$ cat src/rtl/sw_debounce_pulse.sv
// sw_debounce_pulse
//   Conditions a raw slide-switch / pushbutton input for the 7-segment counter
//   path. The input is synchronised and then debounced, and the module emits
//   one-cycle strobes on each debounced press and release. When REPEAT_EN=1,
//   holding the switch also produces auto-repeat press strobes: the first one
//   REPEAT_DELAY cycles after the press strobe, then one every REPEAT_PERIOD
//   cycles.
//
// Ports
//   clk           system clock, all logic on the rising edge
//   rst           synchronous, active-high reset
//   sw_in         raw switch level, asynchronous to clk
//   sw_level      debounced, synchronised switch level
//   press_pulse   one-cycle strobe on debounced press and on each auto-repeat
//   release_pulse one-cycle strobe on debounced release
//
// Repeat FSM
//   state  | meaning
//   IDLE   | switch released, waiting for a debounced rise
//   HOLD   | pressed, counting down REPEAT_DELAY to the first repeat
//   REPEAT | pressed, counting down REPEAT_PERIOD between repeats
module sw_debounce_pulse #(
  parameter int SYNC_STAGES     = 2,
  parameter int DEBOUNCE_CYCLES = 500000,
  parameter int REPEAT_EN       = 1,
  parameter int REPEAT_DELAY    = 25000000,
  parameter int REPEAT_PERIOD   = 5000000
) (
  input  logic clk,
  input  logic rst,
  input  logic sw_in,
  output logic sw_level,
  output logic press_pulse,
  output logic release_pulse
);

  localparam int CW      = $clog2(DEBOUNCE_CYCLES + 1);
  localparam int TMR_MAX = (REPEAT_DELAY > REPEAT_PERIOD) ? REPEAT_DELAY : REPEAT_PERIOD;
  localparam int TW      = $clog2(TMR_MAX + 1);

  localparam logic [CW-1:0] CNT_LAST     = CW'(DEBOUNCE_CYCLES - 1);
  localparam logic [TW-1:0] DELAY_LOAD   = TW'(REPEAT_DELAY - 1);
  localparam logic [TW-1:0] PERIOD_LOAD  = TW'(REPEAT_PERIOD - 1);

  typedef enum logic [1:0] {
    IDLE   = 2'd0,
    HOLD   = 2'd1,
    REPEAT = 2'd2
  } state_t;

  logic [SYNC_STAGES-1:0] sync_q, sync_d;
  logic [CW-1:0]          cnt_q, cnt_d;
  logic                   level_q, level_d;
  logic [TW-1:0]          timer_q, timer_d;
  state_t                 state_q, state_d;
  logic                   press_q, press_d;
  logic                   release_q, release_d;

  logic sync_out;
  logic rise;
  logic fall;

  assign sync_out = sync_q[SYNC_STAGES-1];

  always_comb begin
    sync_d  = {sync_q[SYNC_STAGES-2:0], sw_in};

    // Debounce: count consecutive disagreeing samples; any agreeing sample
    // restarts qualification.
    level_d = level_q;
    cnt_d   = '0;
    rise    = 1'b0;
    fall    = 1'b0;
    if (sync_out != level_q) begin
      if (cnt_q == CNT_LAST) begin
        level_d = ~level_q;
        rise    = ~level_q;
        fall    = level_q;
      end else begin
        cnt_d = cnt_q + CW'(1);
      end
    end

    // The repeat timer counts down to a terminal count of zero. Loading
    // N-1 on a strobe places the next strobe exactly N edges later.
    state_d   = state_q;
    timer_d   = timer_q;
    press_d   = 1'b0;
    release_d = 1'b0;
    if (fall) begin
      // Release takes priority over a repeat expiring on the same edge.
      release_d = 1'b1;
      state_d   = IDLE;
      timer_d   = '0;
    end else begin
      case (state_q)
        IDLE: begin
          if (rise) begin
            press_d = 1'b1;
            state_d = HOLD;
            timer_d = DELAY_LOAD;
          end
        end
        HOLD: begin
          if (REPEAT_EN != 0) begin
            if (timer_q == '0) begin
              press_d = 1'b1;
              state_d = REPEAT;
              timer_d = PERIOD_LOAD;
            end else begin
              timer_d = timer_q - TW'(1);
            end
          end
        end
        REPEAT: begin
          if (timer_q == '0) begin
            press_d = 1'b1;
            timer_d = PERIOD_LOAD;
          end else begin
            timer_d = timer_q - TW'(1);
          end
        end
        default: begin
          state_d = IDLE;
          timer_d = '0;
        end
      endcase
    end
  end

  always_ff @(posedge clk) begin
    if (rst) begin
      sync_q    <= '0;
      cnt_q     <= '0;
      level_q   <= 1'b0;
      timer_q   <= '0;
      state_q   <= IDLE;
      press_q   <= 1'b0;
      release_q <= 1'b0;
    end else begin
      sync_q    <= sync_d;
      cnt_q     <= cnt_d;
      level_q   <= level_d;
      timer_q   <= timer_d;
      state_q   <= state_d;
      press_q   <= press_d;
      release_q <= release_d;
    end
  end

  assign sw_level      = level_q;
  assign press_pulse   = press_q;
  assign release_pulse = release_q;

endmodule

$ cat config.mk
export PLATFORM = sky130hd
export DESIGN_NAME = sw_debounce_pulse
export DESIGN_NICKNAME = d
export VERILOG_FILES = /design/src/rtl/sw_debounce_pulse.sv
export SDC_FILE = /design/constraint.sdc
export NUM_CORES = 1
export LEC_CHECK = 0
export CAP_MARGIN = 15
export CORE_MARGIN = 5
export CORE_UTILIZATION = 35
export CTS_CLUSTER_DIAMETER = 50
export DETAILED_ROUTE_END_ITERATION = 6
export PLACE_DENSITY_LB_ADDON = 0.05
export SLEW_MARGIN = 20
export SYNTH_ARGS = -nofsm -noshare
export SYNTH_HDL_FRONTEND = slang
export SYNTH_SLANG_ARGS = --single-unit
$ cat constraint.sdc
create_clock -name clk -period 5.6 [get_ports clk]
set_input_delay 1.12 -clock clk [delete_from_list [all_inputs] [get_ports clk]]
set_output_delay 1.12 -clock clk [all_outputs]
set_load 0.1 [all_outputs]
* Word level (Yosys, flattened, before mapping)
Index checks and enable logic that the tools add are counted.
Cells by class: $add $sub $neg 2, equal/unequal tests 6, muxes and demuxes 14, bitwise gates (word level) 3, reductions and logical operators 7
Operators with widths (number):
- two-way mux 25 bit | 2
- one-hot mux 25 bit (2 select lines) | 1
- logical NOT 25 bit | 1
- subtractor 25 x 1 -> 25 bit, second input constant | 1
- adder 19 x 1 -> 19 bit, second input constant | 1
- equality test 19 bit, second input constant | 1
- two-way mux 1 bit | 7
- one-hot mux 2 bit (3 select lines) | 1
- two-way mux 2 bit | 2
- inequality test 2 bit, second input constant | 2
- OR reduction 2 bit | 2
- NOT 1 bit | 3
- AND reduction 3 bit | 1
- OR reduction 3 bit | 1
- equality test 2 x 1 -> 1 bit, second input constant | 1
- equality test 2 bit, second input constant | 1
- logical NOT 2 bit | 1
- one-hot mux 1 bit (2 select lines) | 1
- AND reduction 2 bit | 1
- inequality test 1 bit | 1
Storage, ports and cells: bits in registers 51, input port bits 3, output and inout bits 3, logic and storage cells 39

* Depth between registers and ports, before layout
Gate-level depths: netlist (run 1).
depth in word-level cells 5, gate-level depth with buffers 9, mapped depth without buffers 8

* Worst setup path after synthesis (run 1)
OpenSTA, ideal clock, no wires.
path kind register to register, start point reg level_q, in the netlist sw_level, end point reg timer_q[18], setup time 0.125 ns, arrival time 2.277 ns, required time 5.475 ns, path slack 3.199 ns, cell stages (with the launch flop) 7, path buffers 1, period minus slack after synthesis 2.401 ns, cells stage by stage dfxtp_1 nand2b_1 and2_1 o31ai_1 clkbuf_1 o21ai_0 o2bb2ai_1
On the way: word-level cells in the longest chain between the ends 4, elaborated cells on any way between the ends 8, classes of those cells eq/ne (2); mux (4); bitwise (1); reduce/logical (1)
RTL lines:
- from (decl) | RTL line 53 | logic level_q, level_d;
- from (signal assigned) | RTL line 143 | level_q <= level_d;
- NOT 1 bit | RTL line 77 | rise = ~level_q;
- two-way mux 1 bit | RTL line 75 | if (cnt_q == CNT_LAST) begin
- two-way mux 1 bit | RTL line 74 | if (sync_out != level_q) begin
- inequality test 2 bit (no source line)
- to (signal assigned) | RTL line 144 | timer_q <= timer_d;
- to (decl) | RTL line 54 | logic [TW-1:0] timer_q, timer_d;
Several ways; a longest one is shown, not always the timed one. A chain may end at the register's enable or synchronous reset.

* Final worst setup path (run 1)
start point in rst, end point reg timer_q[13]
On the way: word-level cells in the longest chain between the ends 1
RTL lines:
- from (decl) | RTL line 30 | input logic rst,
- OR reduction 2 bit (no source line)
No other way between the ends.

==> results of run 1 <==
==> through the flow <==
step	worst slack [ps]	total power [mW]	utilization
finish	2450	0.686	0.396
global route	2270	0.713	0.396
CTS	2470	0.700	0.396
detailed placement	2120	0.386	0.378
global placement	2160	0.386	0.378
floorplan	3200	0.382	-
==> cells in the final DEF, fill, tap and decap left out, drive strengths merged, types with 2 or more instances in the layout <==
cell,netlist,final
nor2,51,51
dfxtp,51,51
nand2,30,30
nor3,22,22
a21oi,20,20
o21ai,17,17
xnor2,11,11
or3,10,10
inv,9,9
xor2,9,9
nand3,9,9
o2bb2ai,8,8
nor4,8,8
ha,7,7
nand4,6,6
o22ai,5,5
clkbuf,7,5
clkdlybuf4s50,0,5
or2,5,5
nand2b,4,4
and2,4,4
and3,4,4
a31oi,4,4
o31ai,4,4
and4,3,3
nor2b,3,3
nor3b,3,3
o31a,2,2
o32ai,2,2
o221ai,2,2
o41ai,2,2
bufinv,0,2
or4,2,2
==> worst reg2reg max path: stages (launching register included) <==
cell and delay (ps):
dfxtp_1 400, inv_1 100, ha_1 630, nand2b_1 230
or2_2 360, a21oi_1 140, nand3b_1 350, and2_1 320
o22ai_1 160
==> flip-flops by register name, indices dropped and copies added, names as in the netlist <==
name	flops
cnt_q	19
press_pulse	1
release_pulse	1
state_q	2
sw_level	1
sync_q	2
timer_q	25
==> power by group <==
group	total, mW	switching [mW]	internal (mW)
Sequential	0.364	0.000812	0.363
Clock	0.308	0.130	0.178
Combinational	0.0138	0.00925	0.00457
==> cells by family (layout without fill, tap and decap cells) <==
logic type,after synthesis,count (layout),synth area share
XOR/XNOR,20,20,0.0622
multiplexers,1,1,0.00355
buffers and inverters,22,22,0.0338
adder cells (fa/ha/maj),7,7,0.0311
AO/OA/AOI/OAI,72,72,0.166
AND/OR/NAND/NOR,168,168,0.341
flip-flops,51,51,0.363
==> cell type report <==
type	instances	area, um2	area share
multi-input cells	268	1710	0.555
repair buffers	5	50.0	0.0163
clock inverters	3	67.6	0.0220
inverters	9	33.8	0.0110
well taps	102	128	0.0415
clock buffers	5	68.8	0.0224
flip-flops and latches	51	1020	0.332
==> final timing paths <==
check | end | slack (ps) | cells past startpoint
min reg2reg | sync_q[1]$_SDFF_PP0_ | 450 | 1
max | timer_q[13]$_SDFFE_PP0P_ | 2450 | 5
min | sync_q[1]$_SDFF_PP0_ | 450 | 1
max reg2reg | timer_q[14]$_SDFFE_PP0P_ | 2830 | 8
==> metal layers <==
metal  GRT usage  up-vias  wire length, um
met5           0        -                0
met4      0.0378        0               53
met3      0.0245        4              135
met2       0.206       21             2900
met1       0.206     1134             3610
li1            -     1228                -
==> reports/metrics.cfg, run 1 <==
[global_routing]
grt_pass1_wl_um = 11200
grt_max_degree = 24
grt_pass1_vias = 2175
track_usage = 0.139
antenna_found_initial = 0
overflow = 0

[place]
dpl.cell_count = 435
postPlaceCellArea_mm2 = 0.00294
port_buffers = 5
hpwlAfterDp_um = 4720
gp_congestion = 0.785

[sta]
slew_headroom = 0.349
slew_viol_final = 0
fmax_mhz = 318
worst_slew_pin_slew_ps = 974
setup_viol = 0
holdWs_ps = 447
fin_crit_sh = 0.562
setup_tns_ps = 0
skew_ps = 9.73
rsz0062_at_grt = no
hold_viol = 0
min_period_ps = 3150

[clock_tree]
cts_made_buffers = 5
htree_levels = 2
clk_latency_ps = 310
holdBufCountCts = 0
cts.clk_slew.worst_paths_ps = 100
cts_resized = 0
clkSinkCount = 51
cts_setup_buffers = 0
cts_max_path_buffers = 2
cts_tree = yes
cts_root_buffer = clkbuf_8

[floorplanning]
dieHeight_um = 99.7
die_width_um = 99.7
initial_core_util = 0.363
io_pins = 6
row_count = 32
core_region_area_mm2 = 0.00777
die_area_mm2 = 0.00994

[cells_and_area]
fillers = 825
drive_gt1_frac = 0.0938
final_nets = 350
n_antenna_cell = 0
final_area_mm2 = 0.00307
final_cell_count_no_fill = 443
syn_to_final_growth_pct = 9.15

[critical_path]
slowest_stage = nand4b_1
r2r-start = state_q[1]$_SDFFE_PP0P_
critPathLaunchType = input pin
path_buf_inv = 1
worst_path_largest_cell_delay_ps = 720
worstPathMaxFanout = 17
cp_cell_sequence = clkdlybuf4s50_1 > nor2_1 > nand4b_1 > o31ai_1 > o2bb2ai_1
endpoint_kind = register
crit_family = simple AND/OR/NAND/NOR gates
required_ps = 5830
arrival_ps = 3380
worstSetupPathType = in -> reg
startpoint = rst

[routing]
firstDrtPassIters = 4
num_vias = 2387
vias_per_cell = 5.39
drt_wl_total_um = 6700
wl_per_cell_um = 15.1
drc_errors = 0
ant_nets = 0
drtIter0Drc = 126

[synthesis]
syn_area_mm2 = 0.00282
ys_top_cells_by_area = dfxtp_1, nor2_1, nand2_1
synth_top_cell_area_share = 0.363
synth_nets = 351
ys_top_cells_by_count = dfxtp_1, nor2_1, nand2_1
yosysSeqAreaShare = 0.363
syn_avg_cell_area_um2 = 8.26
synth_cell_types = 56
syn_inst = 341
synth_seq_cells = 51
ys.flop_type = dfxtp_1
yosys_warnings = 0
async_flop_share = 0
synth_largest_area_cell = dfxtp_1
synth_edf_count = 0

[power]
p_leak_nw = 1.08
irDropWorstVdd_mv = 0.133
pwr_density_cell_mw_per_mm2 = 223

[run_status]
status = finished, final reports clean

[worst_hold_path]
hp-class = reg -> reg
hp-start = sync_q[0]$_SDFF_PP0_

[flow_run]
drv_cap = 0

(Power assumes the default switching activity.)
==> inputs of run 2 (changes only) <==
clock period = 2.95 ns   (was 5.6 ns; I/O delays follow)
==> run 2 against run 1 <==
- combinational power rose by 110%
- die area did not move
- sequential power rose by 90%
- first-iteration DRC count did not move
- clock-buffer cell count rose by 1
- hold slack improved by 6.3 ps
- critical endpoint is now timer_q[20]$_SDFFE_PP0P_
- largest power group unchanged
==> reports/metrics.cfg, run 2 (same netlist as run 1, synthesis figures left out) <==
[run_status]
status = finished, final reports clean

[critical_path]
reg2reg_slack_ps = 660
worstSetupPathType = reg -> reg
required_ps = 3130
r2r-start = cnt_q[0]$_SDFF_PP0_
endpoint_kind = register
reg2regPathDepth = 7
critPathLaunchType = register
worstReg2RegEnd = timer_q[20]$_SDFFE_PP0P_
arrival_ps = 2480
worstPathMaxFanout = 9

[cells_and_area]
final_cell_count_no_fill = 452
n_antenna_cell = 0
largest_register = timer_q
drive_gt1_frac = 0.123
largest_reg_flops = 25
reg_top3 = timer_q x25, cnt_q x19
final_nets = 359
syn_to_final_growth_pct = 9.77
layout_common_cells = nor2_1, dfxtp_1, nand2_1, a21oi_1, nor3_1

[routing]
drtIter0Drc = 126
num_vias = 2419
drt_wl_total_um = 6960
drc_errors = 0
ant_nets = 0
firstDrtPassIters = 4
wl_per_cell_um = 15.4
vias_per_cell = 5.35

[clock_tree]
cts_root_buffer = clkbuf_8
cts.clk_slew.worst_paths_ps = 100
clkSinkCount = 51
htree_levels = 2
cts_max_path_buffers = 2
cts_resized = 0
cts_made_buffers = 5
clk_latency_ps = 310
cts_tree = yes
cts_setup_buffers = 0
holdBufCountCts = 0

[sta]
worst_slew_pin_slew_ps = 655
skew_ps = 7.93
setup_tns_ps = 0
min_period_ps = 2290
fin_crit_sh = 0.777
slew_headroom = 0.563
fmax_mhz = 436
hold_viol = 0
rsz0062_at_grt = no
setup_viol = 0
slew_viol_final = 0

[place]
hpwlAfterDp_um = 5070
dpl.cell_count = 444
port_buffers = 5
gp_congestion = 0.827

[floorplanning]
row_count = 32
initial_core_util = 0.363
die_width_um = 99.7
core_region_area_mm2 = 0.00777
dieHeight_um = 99.7
die_area_mm2 = 0.00994
io_pins = 6

[global_routing]
busiest_layer = met1
grt_pass1_vias = 2336
use_met3 = 0.0238
antenna_found_initial = 0
met1_usage = 0.222
track_usage = 0.148
grt_max_degree = 20
grtUsageMet2 = 0.219
overflow = 0
grt_pass1_wl_um = 11900

[power]
pwr-share-clk = 0.377
switchingPower_mw = 0.263
seqPwrFrac = 0.598
pwr_density_cell_mw_per_mm2 = 373
irDropWorstVdd_mv = 0.183
p_leak_nw = 1.11
sw_frac_of_total = 0.228
p_comb_frac = 0.025
p_int_mw = 0.892

[worst_hold_path]
hp-start = cnt_q[0]$_SDFF_PP0_
holdPathStages = 1
hp-class = reg -> reg
min_to = cnt_q[0]$_SDFF_PP0_

[flow_run]
drv_cap = 0

## run 2: changes by cell type in the layout (fill, tap and decap cells not counted)
| cell | change |
|---|---|
| clkinv_4 | +1 |
| bufinv_16 | -2 |
| clkdlybuf4s50_1 | -3 |
| o31ai_1 | +1 |
| o31ai_2 | -1 |
| buf_4 | +12 |
| clkbuf_8 | +1 |
## run 2: worst max-delay path by stage
| stage | from | cells after the start | slack (ps) | endpoint |
|---|---|---|---|---|
| 2_1_floorplan | sw_level$_SDFFE_PP0P_ | 6 | 550 | timer_q[18]$_SDFFE_PP0P_ |
| 3_3_place_gp | rst | 6 | 560 | timer_q[14]$_SDFFE_PP0P_ |
| 3_5_place_dp | rst | 6 | 520 | timer_q[14]$_SDFFE_PP0P_ |
| 4_1_cts | timer_q[0]$_SDFFE_PP0P_ | 8 | 680 | state_q[0]$_SDFFE_PP0P_ |
| 5_1_grt | timer_q[0]$_SDFFE_PP0P_ | 8 | 450 | timer_q[12]$_SDFFE_PP0P_ |
| 6_report | cnt_q[0]$_SDFF_PP0_ | 7 | 660 | timer_q[20]$_SDFFE_PP0P_ |
## run 2: area by class of cell
cell class	instances	area, um2
sequential	51	1020
timing repair buffer	14	110
tap	102	128
multi-input combinational	268	1700
fill	832	4680
inverter	9	33.8
clock inverter	2	16.3
clock buffer	6	82.6
## run 2: per-layer routing
metal | wire length [um] | part of all wire | vias up
li1 | - | - | 1244
met1 | 3780 | 0.54 | 1138
met2 | 2920 | 0.42 | 32
met3 | 182 | 0.026 | 5
met4 | 70 | 0.010 | 0
met5 | 0 | 0 | -
## run 2: metrics by stage
step | area (um2) | util | power, mW | hold WS, ps | setup slack (ps)
2_1_floorplan | 2820 | - | 0.724 | 414 | 549
3_3_place_gp | 2990 | 0.385 | 0.736 | 432 | 559
3_5_place_dp | 2990 | 0.385 | 0.735 | 441 | 523
4_1_cts | 3090 | 0.398 | 1.18 | 460 | 677
5_1_grt | 3090 | 0.398 | 1.21 | 475 | 445
6_report | 3090 | 0.398 | 1.15 | 454 | 658
## run 2: critical path, cell delays in order (launching register included)
cell and delay, ps:
dfxtp_1 360, ha_1 200, and4_1 330, nand4_4 190, nor3_1 340, nand4b_1 370, buf_4 240, o221ai_1 130
## run 2: power by group through the flow
stage / clock [mW] / combinational [mW] / sequential [mW]
finish: 0.435 / 0.0283 / 0.691
global route: 0.484 / 0.0313 / 0.692
CTS: 0.461 / 0.0284 / 0.691
detailed placement: 0 / 0.0284 / 0.707
global placement: 0 / 0.0285 / 0.707
floorplan: 0 / 0.0177 / 0.707
==> inputs of run 3 (changes only) <==
clock period = 2.4 ns   (was 2.95 ns; I/O delays follow)
==> run 3 against run 2 <==
- clock-buffer cell count grew 1
- sequential share of layout area shrank 1.4 points
- non-clock buffer count up 18
- die area is the same
- total power up 20%
- largest cell class unchanged
==> reports/metrics.cfg, run 3 (same netlist as run 1, synthesis figures left out) <==
[run_status]
status = finished, final reports clean

[cells_and_area]
reg_top3 = timer_q x25, cnt_q x19
n_antenna_cell = 0
drive_gt1_frac = 0.166
largest_register = timer_q
largest_reg_flops = 25
final_nets = 377
syn_to_final_growth_pct = 14.6
layout_common_cells = nor2_1, dfxtp_1, nand2_1, buf_4, a21oi_1
layout_commonest_cell = nor2_1

[clock_tree]
cts_setup_buffers = 0
cts_made_buffers = 5
clk_latency_ps = 310
clkSinkCount = 51
cts.clk_slew.worst_paths_ps = 90
cts_root_buffer = clkbuf_8
htree_levels = 2
cts_tree = yes
cts_max_path_buffers = 2
holdBufCountCts = 0
cts_resized = 0

[flow_run]
drv_cap = 0

[global_routing]
grt_pass1_wl_um = 11700
grtUsageMet2 = 0.214
overflow = 0
use_met3 = 0.0273
grt_pass1_vias = 2308
grt_max_degree = 20
antenna_found_initial = 0
met1_usage = 0.215
track_usage = 0.146
busiest_layer = met1

[power]
irDropWorstVdd_mv = 0.206
pwr-share-clk = 0.358
pwr_density_cell_mw_per_mm2 = 429
power_mw = 1.39
seqPwrFrac = 0.613
sw_frac_of_total = 0.228
p_comb_frac = 0.029
p_int_mw = 1.07
p_leak_nw = 1.20
switchingPower_mw = 0.315

[critical_path]
cp_cell_sequence = ha_1 > and4_1 > nand4_4 > buf_4 > o31a_1 > a211oi_2 > mux2i_1 > nor2_1
reg2reg_slack_ps = 170
worstReg2RegEnd = state_q[1]$_SDFFE_PP0P_
worstSetupPathType = reg -> reg
endpoint_kind = register
required_ps = 2610
worstPathMaxFanout = 11
r2r-start = cnt_q[0]$_SDFF_PP0_
reg2regPathDepth = 8
arrival_ps = 2440
worst_path_largest_cell_delay_ps = 450
slowest_stage = o31a_1
critPathLaunchType = register

[sta]
slew_viol_final = 0
rsz0062_at_grt = no
setup_tns_ps = 0
holdWs_ps = 458
fmax_mhz = 449
fin_crit_sh = 0.929
setup_viol = 0
slew_headroom = 0.556
worst_slew_pin_slew_ps = 667
skew_ps = 5.39
fin_ws_ps = 171
hold_viol = 0
min_period_ps = 2230

[place]
gp_congestion = 0.786
place_ws_ps = 216
hpwlAfterDp_um = 5150
port_buffers = 5

[floorplanning]
row_count = 32
core_region_area_mm2 = 0.00777
dieHeight_um = 99.7
die_area_mm2 = 0.00994
initial_core_util = 0.363
io_pins = 6
die_width_um = 99.7

[worst_hold_path]
hp-class = reg -> reg
min_to = sync_q[1]$_SDFF_PP0_
hp-start = sync_q[0]$_SDFF_PP0_
holdPathStages = 1

[routing]
num_vias = 2518
drtIter0Drc = 146
ant_nets = 0
drt_wl_total_um = 6930
firstDrtPassIters = 4
vias_per_cell = 5.36
drc_errors = 0
wl_per_cell_um = 14.7

## run 3: cell types whose count changed in the layout (fill, tap and decap cells not counted)
cell / delta
clkinv_2: +1
buf_12: +1
clkinvlp_4: -1
o31ai_2: +1
clkbuf_1: +2
clkinv_4: -1
o31ai_1: -1
dfxtp_2: +1
clkbuf_8: -1
dfxtp_1: -1
buf_4: +17
## run 3: through the flow
| step | util | std cells | instance area (um2) |
|---|---|---|---|
| 3_3_place_gp | 0.404 | 462 | 3140 |
| 3_5_place_dp | 0.404 | 462 | 3140 |
| 6_report | 0.416 | 470 | 3230 |
| 5_1_grt | 0.416 | 470 | 3230 |
| 4_1_cts | 0.415 | 470 | 3220 |
| 2_1_floorplan | - | 341 | 2820 |
## run 3: worst max path at each step
stage / slack [ps] / start / cells after the start / end
floorplan: 390 / sw_level$_SDFFE_PP0P_ / 6 / timer_q[18]$_SDFFE_PP0P_
global placement: 200 / state_q[0]$_SDFFE_PP0P_ / 8 / timer_q[4]$_SDFFE_PP0P_
detailed placement: 220 / cnt_q[0]$_SDFF_PP0_ / 8 / state_q[1]$_SDFFE_PP0P_
CTS: 180 / cnt_q[0]$_SDFF_PP0_ / 8 / state_q[1]$_SDFFE_PP0P_
global route: 2 / timer_q[0]$_SDFFE_PP0P_ / 8 / state_q[0]$_SDFFE_PP0P_
finish: 170 / cnt_q[0]$_SDFF_PP0_ / 8 / state_q[1]$_SDFFE_PP0P_
## run 3: per-layer routing
layer,routed length (um),vias to the layer above
li1,-,1281
met1,3600,1196
met2,3000,31
met3,236,10
met4,89,0
met5,0,-
## run 3: power groups by stage
stage / sequential (mW) / combinational (mW) / clock [mW]
floorplan: 0.869 / 0.0217 / 0
global placement: 0.869 / 0.0405 / 0
detailed placement: 0.869 / 0.0402 / 0
CTS: 0.849 / 0.0403 / 0.528
global route: 0.850 / 0.0448 / 0.549
finish: 0.849 / 0.0402 / 0.496
## run 3: layout make-up
| class | count | area (um2) |
|---|---|---|
| timing repair buffer | 32 | 258 |
| inverter | 9 | 33.8 |
| clock buffer | 7 | 76.3 |
| fill | 809 | 4540 |
| multi-input combinational | 268 | 1710 |
| sequential | 51 | 1020 |
| clock inverter | 1 | 5.00 |
| tap | 102 | 128 |
## run 3: worst max-delay path: cells and delay by family (launching register included)
kind | cells | cell delay [ps]
compound gates | 2 | 740
fa+ha+maj | 1 | 200
buf+inv | 1 | 180
flops | 1 | 350
mux | 1 | 200
simple gates | 3 | 450
